File: src/rtl/somador_pkg.sv
// Shared definitions for the serial adder/subtractor: FSM state encoding,
// parameter limits and small elaboration-time helpers.
package somador_pkg;

  typedef enum logic [1:0] {OCIOSO, CALCULA, PRONTO} estado_t;

  localparam int MIN_WIDTH_A = 2;
  localparam int MAX_WIDTH_A = 32;
  localparam int MIN_WIDTH_B = 1;
  localparam int MIN_DIGITO  = 1;

  function automatic bit params_legais(input int wa, input int wb, input int dig);
    return (wa >= MIN_WIDTH_A) && (wa <= MAX_WIDTH_A) &&
           (wb >= MIN_WIDTH_B) && (wb <= wa) &&
           (dig >= MIN_DIGITO) && (dig <= wa);
  endfunction

  function automatic int num_digitos(input int wa, input int dig);
    return (wa + dig - 1) / dig;
  endfunction

endpackage

File: src/rtl/full_adder.sv
// One-bit full adder cell, the building block of the digit adder.
module full_adder (
  input  logic x_i,
  input  logic y_i,
  input  logic ci_i,
  output logic s_o,
  output logic co_o
);

  assign s_o  = x_i ^ y_i ^ ci_i;
  assign co_o = (x_i & y_i) | (ci_i & (x_i ^ y_i));

endmodule

File: src/rtl/somador_digito.sv
// DIGITO-bit ripple adder made of full_adder cells; also exposes the carry
// entering its top bit so the caller can derive signed overflow.
module somador_digito #(
  parameter int DIGITO = 2
) (
  input  logic [DIGITO-1:0] x_i,
  input  logic [DIGITO-1:0] y_i,
  input  logic              cin_i,
  output logic [DIGITO-1:0] soma_o,
  output logic              cout_o,
  output logic              c_topo_o
);

  logic [DIGITO:0] c;

  assign c[0] = cin_i;

  for (genvar i = 0; i < DIGITO; i++) begin : g_fa
    full_adder u_fa (
      .x_i  (x_i[i]),
      .y_i  (y_i[i]),
      .ci_i (c[i]),
      .s_o  (soma_o[i]),
      .co_o (c[i+1])
    );
  end

  assign cout_o   = c[DIGITO];
  assign c_topo_o = c[DIGITO-1];

endmodule

File: src/rtl/somador_subtrator_serial.sv
// Digit-serial adder/subtractor: DIGITO bits per cycle, LSB first, with a
// valid/ready handshake on both sides. Define SATURACAO_EN to saturate on overflow.
module somador_subtrator_serial
  import somador_pkg::*;
#(
  parameter int WIDTH_A = 8,
  parameter int WIDTH_B = 4,
  parameter int DIGITO  = 2
) (
  input  logic               clk,
  input  logic               reset,
  input  logic               in_valid,
  output logic               in_ready,
  input  logic [WIDTH_A-1:0] a,
  input  logic [WIDTH_B-1:0] b,
  input  logic               modo_sub,
  input  logic               cin_inicial,
  output logic               out_valid,
  input  logic               out_ready,
  output logic [WIDTH_A-1:0] s,
  output logic               cout,
  output logic               ov,
  output logic               zero
);

  localparam int N     = num_digitos(WIDTH_A, DIGITO);
  localparam int WP    = N * DIGITO;
  localparam int IW    = (N > 1) ? $clog2(N) : 1;
  localparam int RESTO = WIDTH_A - (N - 1) * DIGITO;
  localparam logic [IW-1:0] ULTIMO = IW'(N - 1);

  if (!params_legais(WIDTH_A, WIDTH_B, DIGITO)) begin : g_param_ilegal
    $fatal(1, "somador_subtrator_serial: illegal WIDTH_A/WIDTH_B/DIGITO combination");
  end

  estado_t           estado_q, estado_d;
  logic [IW-1:0]     idx_q, idx_d;
  logic [WP-1:0]     opa_q, opa_d, opb_q, opb_d, acc_q, acc_d;
  logic              carry_q, carry_d;
  logic [WIDTH_A-1:0] s_q, s_d, res_final;
  logic              cout_q, cout_d, ov_q, ov_d, zero_q, zero_d;

  logic [DIGITO-1:0] xs, ys, soma;
  logic              c_out_dig, c_topo_dig, c_msb_in, c_msb_out;

  assign xs = opa_q[int'(idx_q)*DIGITO +: DIGITO];
  assign ys = opb_q[int'(idx_q)*DIGITO +: DIGITO];

  somador_digito #(.DIGITO(DIGITO)) u_digito (
    .x_i      (xs),
    .y_i      (ys),
    .cin_i    (carry_q),
    .soma_o   (soma),
    .cout_o   (c_out_dig),
    .c_topo_o (c_topo_dig)
  );

  // Operand padding above WIDTH_A is zero, so in a partial last slice the
  // first padding sum bit is exactly the carry out of bit WIDTH_A-1.
  if (RESTO == DIGITO) begin : g_fatia_cheia
    assign c_msb_out = c_out_dig;
    assign c_msb_in  = c_topo_dig;
  end else begin : g_fatia_parcial
    logic unused_topo;
    assign unused_topo = c_topo_dig;
    assign c_msb_out   = soma[RESTO];
    assign c_msb_in    = soma[RESTO-1] ^ xs[RESTO-1] ^ ys[RESTO-1];
  end

  always_comb begin
    estado_d  = estado_q;
    idx_d     = idx_q;
    opa_d     = opa_q;
    opb_d     = opb_q;
    acc_d     = acc_q;
    carry_d   = carry_q;
    s_d       = s_q;
    cout_d    = cout_q;
    ov_d      = ov_q;
    zero_d    = zero_q;
    res_final = '0;
    case (estado_q)
      OCIOSO: begin
        if (in_valid) begin
          opa_d    = WP'(a);
          opb_d    = WP'(WIDTH_A'(b) ^ {WIDTH_A{modo_sub}});
          carry_d  = cin_inicial ^ modo_sub;
          acc_d    = '0;
          idx_d    = '0;
          estado_d = CALCULA;
        end
      end
      CALCULA: begin
        acc_d[int'(idx_q)*DIGITO +: DIGITO] = soma;
        carry_d = c_out_dig;
        idx_d   = idx_q + IW'(1);
        if (idx_q == ULTIMO) begin
          res_final = acc_d[WIDTH_A-1:0];
          ov_d      = c_msb_in ^ c_msb_out;
`ifdef SATURACAO_EN
          if (ov_d) begin
            res_final = opa_q[WIDTH_A-1] ? {1'b1, {(WIDTH_A-1){1'b0}}}
                                         : {1'b0, {(WIDTH_A-1){1'b1}}};
          end
`endif
          s_d      = res_final;
          cout_d   = c_msb_out;
          zero_d   = (res_final == '0);
          idx_d    = '0;
          estado_d = PRONTO;
        end
      end
      PRONTO: begin
        if (out_ready) estado_d = OCIOSO;
      end
      default: estado_d = OCIOSO;
    endcase
  end

  always_ff @(posedge clk) begin
    if (reset) begin
      estado_q <= OCIOSO;
      idx_q    <= '0;
      opa_q    <= '0;
      opb_q    <= '0;
      acc_q    <= '0;
      carry_q  <= 1'b0;
      s_q      <= '0;
      cout_q   <= 1'b0;
      ov_q     <= 1'b0;
      zero_q   <= 1'b0;
    end else begin
      estado_q <= estado_d;
      idx_q    <= idx_d;
      opa_q    <= opa_d;
      opb_q    <= opb_d;
      acc_q    <= acc_d;
      carry_q  <= carry_d;
      s_q      <= s_d;
      cout_q   <= cout_d;
      ov_q     <= ov_d;
      zero_q   <= zero_d;
    end
  end

  assign in_ready  = (estado_q == OCIOSO);
  assign out_valid = (estado_q == PRONTO);
  assign s         = s_q;
  assign cout      = cout_q;
  assign ov        = ov_q;
  assign zero      = zero_q;

endmodule

File: config.mk
export PLATFORM = sky130hd
export DESIGN_NAME = somador_subtrator_serial
export DESIGN_NICKNAME = d
export VERILOG_FILES = /design/src/rtl/somador_pkg.sv /design/src/rtl/full_adder.sv /design/src/rtl/somador_digito.sv /design/src/rtl/somador_subtrator_serial.sv
export SDC_FILE = /design/constraint.sdc
export NUM_CORES = 1
export LEC_CHECK = 0
export CORE_AREA = 4 4 71 106
export CTS_CLUSTER_SIZE = 12
export DETAILED_ROUTE_END_ITERATION = 8
export DIE_AREA = 0 0 75 110
export GPL_ROUTABILITY_DRIVEN = 0
export PLACE_DENSITY = 0.48
export SLEW_MARGIN = 20
export SYNTH_ARGS = -nofsm -noshare
export SYNTH_HDL_FRONTEND = slang
export SYNTH_HIERARCHICAL = 1
export SYNTH_SLANG_ARGS = --single-unit
File: constraint.sdc
create_clock -name clk -period 3.2 [get_ports clk]
set_input_delay 0.48 -clock clk [delete_from_list [all_inputs] [get_ports clk]]
set_output_delay 0.48 -clock clk [all_outputs]
set_load 0.02 [all_outputs]
==> After elaboration in Yosys (flattened, before gate mapping) <==
Index checks and enable logic that the tools add are counted.
{ "classes": {"bitwise": 13, "eq_ne": 6, "n_reduce_logical": 7, "shift": 4, "n_mux": 12, "n_addsub": 2} }
{ "op_table": {"columns": ["op", "n"], "rows": [
  ["$neg 3->33", 1],
  ["$shift 2x33->8 const A", 1],
  ["$shiftx 2x33->8", 1],
  ["$pmux 8 s2", 1],
  ["$shiftx 8x4->2", 2],
  ["$mux 2", 5],
  ["$bwmux 8", 1],
  ["$logic_not 8->1", 1],
  ["$mux 8", 1],
  ["$xor 4x8->8", 1],
  ["$pmux 2 s3", 1],
  ["$reduce_and 2->1", 3],
  ["$xor 1x1->1", 6],
  ["$and 1x1->1", 4],
  ["$eq 2x2->1 const B", 2],
  ["$ne 2x2->1 const B", 2],
  ["$pmux 2 s2", 1],
  ["$reduce_and 3->1", 1],
  ["$add 2x1->2 const B", 1],
  ["$eq 2x1->1 const B", 1],
  ["$logic_not 2->1", 1],
  ["$ne 2x1->1 const B", 1],
  ["$or 1x1->1", 2],
  ["$pmux 1 s2", 1],
  ["other kinds (2)", 2]
]} }
{ "word_totals": {"output_inout_bits": 13, "wordCells": 54, "inputBits": 18, "ff_bits": 40} }

==> Logic depth before layout (Yosys ltp) <==
Gate-level depths: netlist of run 1.
{ "logic_depth": {"ltp_word": 8, "depth_mapped": 8, "mapped_depth_nobuf": 8} }

==> Cells and area by module <==
The synthesis of run 1 kept the hierarchy.
{ "modules_own_cells": {"columns": ["mod", "n_inst", "area_per_inst_um2", "seq_area_each_um2", "cells_per_inst"], "rows": [
  ["somador_subtrator_serial", 1, 1889.3, 740.7, 214],
  ["full_adder", 2, 20.0, 0.0, 1]
]} }

==> Worst setup path after synthesis of run 1 <==
No wires, ideal clock.
{ "synth_path": {"path_kind": "register to register", "startpoint": "reg idx_q[0]", "endpoint": "reg zero_q (netlist: zero)", "required_time_ps": 3084, "n_path_buf": 1, "setup_ps": 116, "synth_period_minus_slack_ps": 2621, "stages_incl_launch_ff": 8, "t_arrival_ps": 2505, "path_slack_ps": 579, "path_cell_list": "dfxtp_1 buf_6 mux4_2 fa_1 fa_1 a21o_1 a31oi_1 a31o_1"} }
{ "synth_between": {"elab_chain_cells": 8, "word_cells_on_any_way": 16, "cone_classes": "add/sub: 1; eq/ne: 1; shift: 4; mux: 1; bitwise: 7; reduce/logical: 2"} }
{ "synth_rtl": {"columns": ["element", "line", "rtl"], "rows": [
  ["start, declared", "somador_subtrator_serial.sv:37", "logic [IW-1:0] idx_q, idx_d;"],
  ["start signal, assigned", "somador_subtrator_serial.sv:134", "idx_q <= idx_d;"],
  ["$shiftx 8x4->2 *", "somador_subtrator_serial.sv:46", "assign xs = opa_q[int'(idx_q)*DIGITO +: DIGITO];"],
  ["net xs[0]", "somador_subtrator_serial.sv:43", "logic [DIGITO-1:0] xs, ys, soma;"],
  ["$xor 1x1->1", "full_adder.sv:11", "assign co_o = (x_i & y_i) | (ci_i & (x_i ^ y_i));"],
  ["$and 1x1->1", "full_adder.sv:11", null],
  ["$or 1x1->1 *", "full_adder.sv:11", null],
  ["net c_msb_in", "somador_subtrator_serial.sv:44", "logic c_out_dig, c_topo_dig, c_msb_in, c_msb_out;"],
  ["$xor 1x1->1 *", "full_adder.sv:10", "assign s_o = x_i ^ y_i ^ ci_i;"],
  ["net soma[1]", "somador_subtrator_serial.sv:43", null],
  ["$shiftx 2x33->8 *", "somador_subtrator_serial.sv:94", "acc_d[int'(idx_q)*DIGITO +: DIGITO] = soma;"],
  ["$bwmux 8 *", "somador_subtrator_serial.sv:94", null],
  ["$logic_not 8->1 *", "somador_subtrator_serial.sv:108", "zero_d = (res_final == '0);"],
  ["end signal, assigned", "somador_subtrator_serial.sv:142", "zero_q <= zero_d;"],
  ["end, declared", "somador_subtrator_serial.sv:41", "logic cout_q, cout_d, ov_q, ov_d, zero_q, zero_d;"]
]} }
The timed path passes the listed nets; every way through them passes the cells marked *.
A chain may end at the register's enable or synchronous reset.

==> Worst setup path after layout of run 1 <==
Ends and elaborated chain as after synthesis.

==> results of run 1 <==
worst max path at each step:
| stage | endpoint | slack, ns |
|---|---|---|
| 2_1_floorplan | zero | 0.58 |
| 3_3_place_gp | zero | 0.67 |
| 3_5_place_dp | s[7] | 0.63 |
| 4_1_cts | s[7] | 0.61 |
| 5_1_grt | s[7] | 0.37 |
| 6_report | zero | 0.62 |
worst max-delay path, stage by stage, from the launching register on:
cell	delay [ns]
sky130_fd_sc_hd__dfxtp_1	0.35
sky130_fd_sc_hd__mux4_2	0.52
sky130_fd_sc_hd__fa_1	0.48
sky130_fd_sc_hd__fa_1	0.66
sky130_fd_sc_hd__a21o_1	0.16
sky130_fd_sc_hd__a31oi_1	0.08
sky130_fd_sc_hd__a31o_1	0.22
stage by stage:
stage | std cells | area [sq um] | hold WS (ns) | setup WS (ns) | util [%]
after detailed placement | 312 | 2270 | 0.450 | 0.632 | 34.8
after CTS | 320 | 2350 | 0.460 | 0.611 | 36.0
final | 320 | 2350 | 0.456 | 0.620 | 36.0
after global placement | 312 | 2270 | 0.447 | 0.669 | 34.8
after global routing | 320 | 2350 | 0.482 | 0.371 | 36.0
after floorplan | 216 | 1930 | 0.433 | 0.579 | -
state kept, by name, summed over array words and instances (netlist names):
signal	cells
zero	1
opb_q	5
cout	1
ov	1
carry_q	1
estado_q	2
opa_q	8
idx_q	2
s	8
acc_q	8
routing by layer:
layer / wire length [um] / track usage, % / vias to the layer above
li1: - / - / 800
met3: 184 / 2.72 / 6
met5: 0 / 0 / -
met2: 2390 / 21.4 / 29
met4: 61 / 4.58 / 0
met1: 1960 / 13.5 / 742
power groups by stage:
stage          Clock, mW  Combinational (mW)  Sequential (mW)
6_report           0.318               0.179            0.488
5_1_grt            0.356               0.198            0.491
4_1_cts            0.334               0.181            0.489
3_5_place_dp           0               0.180            0.499
3_3_place_gp           0               0.180            0.500
2_1_floorplan          0               0.130            0.495
cell type report:
type	count	area [sq um]
inverters	8	30.0
well taps	76	95.1
clock buffers	6	72.6
multi-input cells	157	1070
fillers	701	4180
clock inverters	2	10.0
flip-flops and latches	37	741
repair buffers	34	330
placed cells by master (no fill, tap or decap), types with 5 or more instances in the layout:
master,netlist,final
sky130_fd_sc_hd__dfxtp_1,37,37
sky130_fd_sc_hd__nand2_1,31,31
sky130_fd_sc_hd__clkdlybuf4s50_1,0,30
sky130_fd_sc_hd__nor2_1,27,27
sky130_fd_sc_hd__a21oi_1,21,21
sky130_fd_sc_hd__inv_1,8,8
sky130_fd_sc_hd__ha_1,6,6
sky130_fd_sc_hd__xnor2_1,5,5
sky130_fd_sc_hd__nor3_1,5,5
sky130_fd_sc_hd__a211oi_2,5,5
sky130_fd_sc_hd__clkbuf_8,0,5
logic make-up (layout without fill, tap and decap cells):
logic type	after synthesis	in the layout	share of synthesized area (%)
flops	37	37	38.4
buf+inv	22	50	5.90
xor+xnor	6	6	2.72
compound gates	50	50	19.0
fa+ha+maj	8	8	5.97
simple gates	88	88	24.1
mux	5	5	3.89
==> impl_metrics.toml, run 1 <==
[logic_synthesis]
most_frequent_cell_after_synthesis = "sky130_fd_sc_hd__dfxtp_1"
synth.yosys.warnings = 6
number_of_different_library_cells_in_the_post_synthesis_netlist = 42
seq_total_area_yosys_pct = 38.4
yosysTopAreaCell = "sky130_fd_sc_hd__dfxtp_1"
mean_post_synth_cell_area_sq_um = 8.93
synthesis.nets = 242
syn-cell-area_sq_mm = 0.00193
synth.ff_latch_count = 37
ys.flop_type = "sky130_fd_sc_hd__dfxtp_1"
top_area_cell_type_share_of_the_netlist_area_pct = 38.4
synthTopCellsByArea = "sky130_fd_sc_hd__dfxtp_1, sky130_fd_sc_hd__nand2_1, sky130_fd_sc_hd__a21oi_1"
postSynth.asyncResetShare_pct = 0
syn-instance-count = 216
synth.cells.most_frequent = "sky130_fd_sc_hd__dfxtp_1, sky130_fd_sc_hd__nand2_1, sky130_fd_sc_hd__nor2_1"
post_synth_edffs = 0

[critical_path]
setup.worst_path.class = "flip-flop to flip-flop"
worstPathMaxFanout = 7
crit_path_start_kind = "flip-flop"
r2r-end = "zero"
worstRegToRegCells = 6
r2r_slack_ns = 0.62
worstSetupStartpoint = "idx_q[0]"
endpoint_kind = "flip-flop"
timing.critical_path.required_ns = 3.38
arrival_ns = 2.76
r2r_start = "idx_q[0]"

[finish]
drive_above_1_share_pct = 11.5
area_growth_pct = 22.0
insertedDiodeCount = 0
final_nets = 269

[power]
clock_power_share_pct = 32.3
combPwrFrac_pct = 18.2
seq_power_share_pct = 49.5
internal_power_mw = 0.706
power.static_leakage_nw = 0.828
power.share.switching_pct = 28.4
total_power_mw = 0.985
power.switching_mw = 0.279
vdd_ir_drop_max_uv = 152
cellPowerDensity_mw_per_mm2 = 419

[route]
drc = 0
detail_route.iter0.violations = 67
detail_route.first_pass.iterations = 4
post_drt_via_cell_ratio = 4.93
detail_route.wirelength_um = 4600
final_antenna_net_count = 0
via_count = 1577
detail_route.wl_per_cell_um = 14.4

[run_status]
run_status = "complete, no violations"

[timing]
worst_case_headroom_to_the_max_slew_limit_pct = 45.8
report.final.slew_viol_count = 0
total_setup_violations_reported_at_the_end_of_the_flow = 0
finClkSkew_ns = 0.00757
worst_slew_pin_slew_ns = 0.810
finalSetupTns_ns = 0
rsz0062_at_grt = "no"
max_clock_freq_ghz = 0.388
finalWorstPathRequiredPeriod_ns = 2.58
period_utilization_pct = 80.6
timing.final.hold_violations = 0

[die]
total_die_area_sq_mm = 0.00825
fp-row-count = 36
io_pins = 31
fp.dieW_um = 75
initial_core_util_pct = 29.5
core_area_sq_mm = 0.00653
floorplan_die_height_um = 110

[cts]
numCtsBuffers = 5
cts.sink_count = 37
cts_post_setup_buffers_inserted = 0
clock-root-buffer = "sky130_fd_sc_hd__clkbuf_8"
worstSkewPairLatency_ns = 0.29
postCtsHoldBufs = 0
cts_tree = "built"
number_of_buffers_on_the_longest_clock_path = 2
h-tree-depth = 2
cts_clk_pin_slew_worst_paths_ns = 0.07
ctsResizeCount = 0

[placed_design]
port_buffers = 30
dpl.hpwl_um = 3410

[worst_hold_path]
holdCritStartpoint = "opa_q[3]"
kind_of_path_behind_the_tightest_hold_check = "flip-flop to flip-flop"
timing.hold.worst_endpoint = "opa_q[3]"
min_delay_path_depth = 2

[global_route]
grt_start_max_net_pins = 21
grt_first_pass_wirelength_um = 7460
globalRouteOverflowTotal = 0
via_count_of_the_first_global_routing_pass = 1495
grt_antenna_before_repair = 0
groute.usage.overall_pct = 12.0

[flow_run]
max_cap_violations = 0
No activity file was read; power rests on OpenSTA's default activity.
==> inputs of run 2 (changes only) <==
- clock period: 3.2 -> 2.6 ns (I/O delays scaled with it)
==> run 2 against run 1 <==
Sequential share of layout area fell by 0.89 points. Via count fell by 0.95%. First-iteration DRC count rose by 40%. Combinational power rose by 27%. Cell count rose by 0.94%. Global-route usage rose by 0.33 points. Flip-flop and latch count did not move. Setup slack got worse by 0.50 ns. Critical path depth did not move. Routed wire length fell by 1.2%. Final area rose by 2.9%. Total power rose by 37%. Critical path type unchanged. Critical endpoint unchanged. Largest cell class unchanged.
==> impl_metrics.toml, run 2 (synthesis gave the netlist of run 1 again) <==
[timing]
finClkSkew_ns = 0.00720
report.final.slew_viol_count = 0
period_utilization_pct = 95.4
worst_slew_pin_slew_ns = 0.552
finalWorstPathRequiredPeriod_ns = 2.48
timing.final.hold_violations = 0
total_setup_violations_reported_at_the_end_of_the_flow = 0
max_clock_freq_ghz = 0.403
final_worst_slack_ns = 0.120
worst_case_headroom_to_the_max_slew_limit_pct = 63.1

[global_route]
grt_start_max_net_pins = 18
grt_first_pass_wirelength_um = 7620
globalRouteOverflowTotal = 0
grt_antenna_before_repair = 0
groute.usage.overall_pct = 12.3
via_count_of_the_first_global_routing_pass = 1551

[route]
detail_route.iter0.violations = 94
detail_route.first_pass.iterations = 4
detail_route.wl_per_cell_um = 14.1
detail_route.wirelength_um = 4550
via_count = 1562
drc = 0
final_antenna_net_count = 0
post_drt_via_cell_ratio = 4.84

[critical_path]
r2r_start = "idx_q[0]"
crit_path_start_kind = "flip-flop"
worstSetupEndpoint = "zero"
r2r_slack_ns = 0.12
worstRegToRegCells = 6
worstSetupStartpoint = "idx_q[0]"
endpoint_kind = "flip-flop"
worstPathMaxFanout = 7
timing.critical_path.required_ns = 2.79
r2r-end = "zero"
setup.worst_path.class = "flip-flop to flip-flop"
arrival_ns = 2.67

[power]
power.share.switching_pct = 26.1
vdd_ir_drop_max_uv = 223
seq_power_share_pct = 44.5
total_power_mw = 1.35
combPwrFrac_pct = 16.8
cellPowerDensity_mw_per_mm2 = 559
clock_power_share_pct = 38.7
power.switching_mw = 0.353
internal_power_mw = 1.00
power.static_leakage_nw = 0.852

[cts]
worstSkewPairLatency_ns = 0.29
number_of_buffers_on_the_longest_clock_path = 2
clock-root-buffer = "sky130_fd_sc_hd__clkbuf_8"
ctsResizeCount = 0
h-tree-depth = 2
cts_post_setup_buffers_inserted = 0
postCtsHoldBufs = 0
cts.sink_count = 37
cts_clk_pin_slew_worst_paths_ns = 0.07
cts_tree = "built"
numCtsBuffers = 5

[die]
fp-row-count = 36
total_die_area_sq_mm = 0.00825
floorplan_die_height_um = 110
core_area_sq_mm = 0.00653
io_pins = 31
fp.dieW_um = 75
initial_core_util_pct = 29.5

[finish]
drive_above_1_share_pct = 13.8
layout.cells.most_common = "sky130_fd_sc_hd__dfxtp_1"
design_area_sq_mm = 0.00242
area_growth_pct = 25.6
final_nets = 272
filler_cell_count = 664
multiInputGateArea_sq_mm = 0.00108
register_area_sq_um = 741
insertedDiodeCount = 0
mostFrequentLayoutCells = "sky130_fd_sc_hd__dfxtp_1, sky130_fd_sc_hd__nand2_1, sky130_fd_sc_hd__clkdlybuf4s50_1"

[run_status]
run_status = "complete, no violations"

[placed_design]
placedInstanceArea_sq_mm = 0.00230
dpl.hpwl_um = 3480
place_worst_setup_slack_ns = 0.116
port_buffers = 30

[worst_hold_path]
kind_of_path_behind_the_tightest_hold_check = "flip-flop to flip-flop"

[flow_run]
max_cap_violations = 0
run 2: changes by cell type in the layout (fill, tap and decap cells not counted):
cell                         change
sky130_fd_sc_hd__buf_4           +2
sky130_fd_sc_hd__clkbuf_8        +1
sky130_fd_sc_hd__clkbuf_1        -1
sky130_fd_sc_hd__bufinv_16       +1
sky130_fd_sc_hd__clkinv_2        -2
sky130_fd_sc_hd__fa_2            +2
sky130_fd_sc_hd__buf_6           +1
sky130_fd_sc_hd__fa_1            -2
sky130_fd_sc_hd__clkinvlp_4      +1
run 2: worst min-delay path by stage:
stage | from | to | slack, ns | cells past startpoint
6_report | s[1] | s[1] | 0.46 | 2
5_1_grt | opa_q[1] | opa_q[1] | 0.49 | 2
4_1_cts | opb_q[6] | opb_q[6] | 0.46 | 2
3_5_place_dp | opb_q[6] | opb_q[6] | 0.45 | 2
3_3_place_gp | opa_q[6] | opa_q[6] | 0.44 | 2
2_1_floorplan | opa_q[4] | opa_q[4] | 0.43 | 2
run 2: cell type report:
class	instances	area share, %
Multi-Input combinational cell	157	44.6
Inverter	8	1.24
Sequential cell	37	30.6
Clock buffer	6	3.41
Tap cell	76	3.93
Timing Repair Buffer	37	14.7
Clock inverter	2	1.55
run 2: per-stage QoR:
| step | utilization [%] | hold slack [ns] | TNS (ns) | std cells |
|---|---|---|---|---|
| detailed placement | 35.2 | 0.450 | 0 | 315 |
| finish | 37.1 | 0.459 | 0 | 323 |
| global route | 37.1 | 0.485 | -0.00402 | 323 |
| global placement | 35.2 | 0.444 | 0 | 315 |
| CTS | 37.0 | 0.461 | 0 | 323 |
| floorplan | - | 0.433 | 0 | 216 |
run 2: power groups by stage:
stage | logic [mW] | registers [mW] | clock network (mW)
2_1_floorplan | 0.162 | 0.609 | 0
6_report | 0.227 | 0.602 | 0.525
5_1_grt | 0.252 | 0.605 | 0.561
3_3_place_gp | 0.227 | 0.615 | 0
3_5_place_dp | 0.227 | 0.616 | 0
4_1_cts | 0.229 | 0.602 | 0.549
run 2: metal layers:
layer	vias to the layer above	GRT usage [%]	share of wire [%]
li1	806	-	-
met1	724	13.8	40
met2	25	22.3	55
met3	7	2.45	3.6
met4	0	4.71	1.7
met5	-	0	0
run 2: critical path, cell delays in order, from the launching register on:
cell	delay, ns
sky130_fd_sc_hd__dfxtp_1	0.37
sky130_fd_sc_hd__mux4_2	0.52
sky130_fd_sc_hd__fa_2	0.39
sky130_fd_sc_hd__fa_2	0.66
sky130_fd_sc_hd__a21o_1	0.13
sky130_fd_sc_hd__a31oi_1	0.08
sky130_fd_sc_hd__a31o_1	0.22
==> inputs of run 3 (changes only) <==
- RECOVER_POWER: unset -> 25
==> run 3 against run 2 <==
Setup slack worse by 0.0014 ns. Critical endpoint unchanged. Largest power group unchanged. Critical path depth stayed put. Global-route usage stayed put. Hold slack worse by 0.0032 ns. Fmax hardly changed. Total power is 0.15% lower. Register-to-register slack hardly changed. Clock power hardly changed. First-iteration DRC count is 7.4% lower. Highest routed layer unchanged. Non-clock buffer count stayed put.
==> impl_metrics.toml, run 3 (synthesis gave the netlist of run 1 again) <==
[route]
detail_route.first_pass.iterations = 4
detail_route.wl_per_cell_um = 14.0
drc = 0
post_drt_via_cell_ratio = 4.84
detail_route.iter0.violations = 87
detail_route.wirelength_um = 4530
final_antenna_net_count = 0
via_count = 1562

[placed_design]
port_buffers = 30
dp.cells = 315
placedInstanceArea_sq_mm = 0.00230
dpl.hpwl_um = 3480

[critical_path]
worstPathMaxFanout = 7
timing.critical_path.required_ns = 2.79
setup.worst_path.class = "flip-flop to flip-flop"
worstRegToRegCells = 6
crit_path_start_kind = "flip-flop"
endpoint_kind = "flip-flop"
r2r-end = "zero"
r2r_slack_ns = 0.12
arrival_ns = 2.67
r2r_start = "idx_q[0]"

[finish]
design_area_sq_mm = 0.00242
filler_cell_count = 666
final_nets = 272
insertedDiodeCount = 0
layout_cells_excl_fill = 323
multiInputGateArea_sq_mm = 0.00108
register_area_sq_um = 741
mostFrequentLayoutCells = "sky130_fd_sc_hd__dfxtp_1, sky130_fd_sc_hd__nand2_1, sky130_fd_sc_hd__nor2_1"
area_growth_pct = 25.2
drive_above_1_share_pct = 13.0
layout.cells.most_common = "sky130_fd_sc_hd__dfxtp_1"

[timing]
fin_worst_hold_slack_ns = 0.456
worst_case_headroom_to_the_max_slew_limit_pct = 59.6
report.final.slew_viol_count = 0
total_setup_violations_reported_at_the_end_of_the_flow = 0
max_clock_freq_ghz = 0.403
worst_slew_pin_slew_ns = 0.607
timing.final.hold_violations = 0
finClkSkew_ns = 0.00709
finalWorstPathRequiredPeriod_ns = 2.48
period_utilization_pct = 95.4

[worst_hold_path]
kind_of_path_behind_the_tightest_hold_check = "flip-flop to flip-flop"
holdCritStartpoint = "s[1]"
min_delay_path_depth = 2
timing.hold.worst_endpoint = "s[1]"

[cts]
numCtsBuffers = 5
cts_post_setup_buffers_inserted = 0
ctsResizeCount = 0
h-tree-depth = 2
cts_clk_pin_slew_worst_paths_ns = 0.07
number_of_buffers_on_the_longest_clock_path = 2
cts.sink_count = 37
cts_tree = "built"
worstSkewPairLatency_ns = 0.29
postCtsHoldBufs = 0
clock-root-buffer = "sky130_fd_sc_hd__clkbuf_8"

[global_route]
global_route.usage.met2_pct = 22.3
grt_antenna_before_repair = 0
globalRouteOverflowTotal = 0
groute.usage.overall_pct = 12.3
met3_demand_to_capacity_share_in_global_routing_pct = 2.45
globalRouteMet1Util_pct = 13.8
grt_start_max_net_pins = 18
via_count_of_the_first_global_routing_pass = 1551
grt_first_pass_wirelength_um = 7620
top_usage_layer = "met2"

[flow_run]
max_cap_violations = 0

[power]
vdd_ir_drop_max_uv = 223
cellPowerDensity_mw_per_mm2 = 560
power.static_leakage_nw = 0.880

[die]
io_pins = 31
initial_core_util_pct = 29.5
fp-row-count = 36
fp.dieW_um = 75
total_die_area_sq_mm = 0.00825
floorplan_die_height_um = 110
core_area_sq_mm = 0.00653

[run_status]
run_status = "complete, no violations"
run 3: changes by cell type in the layout (fill, tap and decap cells not counted):
cell,before,now
sky130_fd_sc_hd__clkdlybuf4s50_1,30,20
sky130_fd_sc_hd__dlygate4sd3_1,0,10
sky130_fd_sc_hd__nand2_2,1,0
sky130_fd_sc_hd__clkbuf_1,0,1
sky130_fd_sc_hd__nand2_1,31,32
sky130_fd_sc_hd__buf_4,6,5
run 3: power by group:
group	total [mW]	leakage (nW)	internal (mW)	switching, mW
Sequential	0.602	0.301	0.587	0.0157
Clock	0.524	0.0574	0.312	0.212
Combinational	0.226	0.522	0.101	0.124
run 3: through the flow:
step / setup TNS (ns) / utilization (%) / setup slack, ns / total power, mW
3_5_place_dp: 0 / 35.2 / 0.116 / 0.843
2_1_floorplan: 0 / - / 0.0554 / 0.771
6_report: 0 / 37.0 / 0.119 / 1.35
3_3_place_gp: 0 / 35.2 / 0.163 / 0.843
5_1_grt: -0.00402 / 37.0 / -0.00402 / 1.42
4_1_cts: 0 / 37.0 / 0.0890 / 1.38
run 3: how the worst max path moves through the flow:
stage,startpoint,endpoint,slack [ns],depth (start not counted)
floorplan,idx_q[0],zero,0.06,7
global placement,idx_q[0],zero,0.16,8
detailed placement,idx_q[0],zero,0.12,8
CTS,idx_q[0],zero,0.09,8
global route,idx_q[0],zero,-0.004,8
finish,idx_q[0],zero,0.12,6
run 3: cell type report:
cell class              instances  share of cell area (%)
well taps                      76                    3.94
multi-input cells             157                    44.6
flip-flops and latches         37                    30.7
clock buffers                   6                    3.42
clock inverters                 2                    1.55
inverters                       8                    1.24
repair buffers                 37                    14.6
run 3: worst max-delay path, stage by stage, from the launching register on:
cell and delay, ns:
sky130_fd_sc_hd__dfxtp_1 0.37, sky130_fd_sc_hd__mux4_2 0.52, sky130_fd_sc_hd__fa_2 0.39, sky130_fd_sc_hd__fa_2 0.66, sky130_fd_sc_hd__a21o_1 0.13, sky130_fd_sc_hd__a31oi_1 0.09
sky130_fd_sc_hd__a31o_1 0.22
run 3: layer usage:
layer | vias to the layer above | routed length, um
met5 | - | 0
met3 | 7 | 167
met2 | 27 | 2490
li1 | 809 | -
met4 | 0 | 76
met1 | 719 | 1790
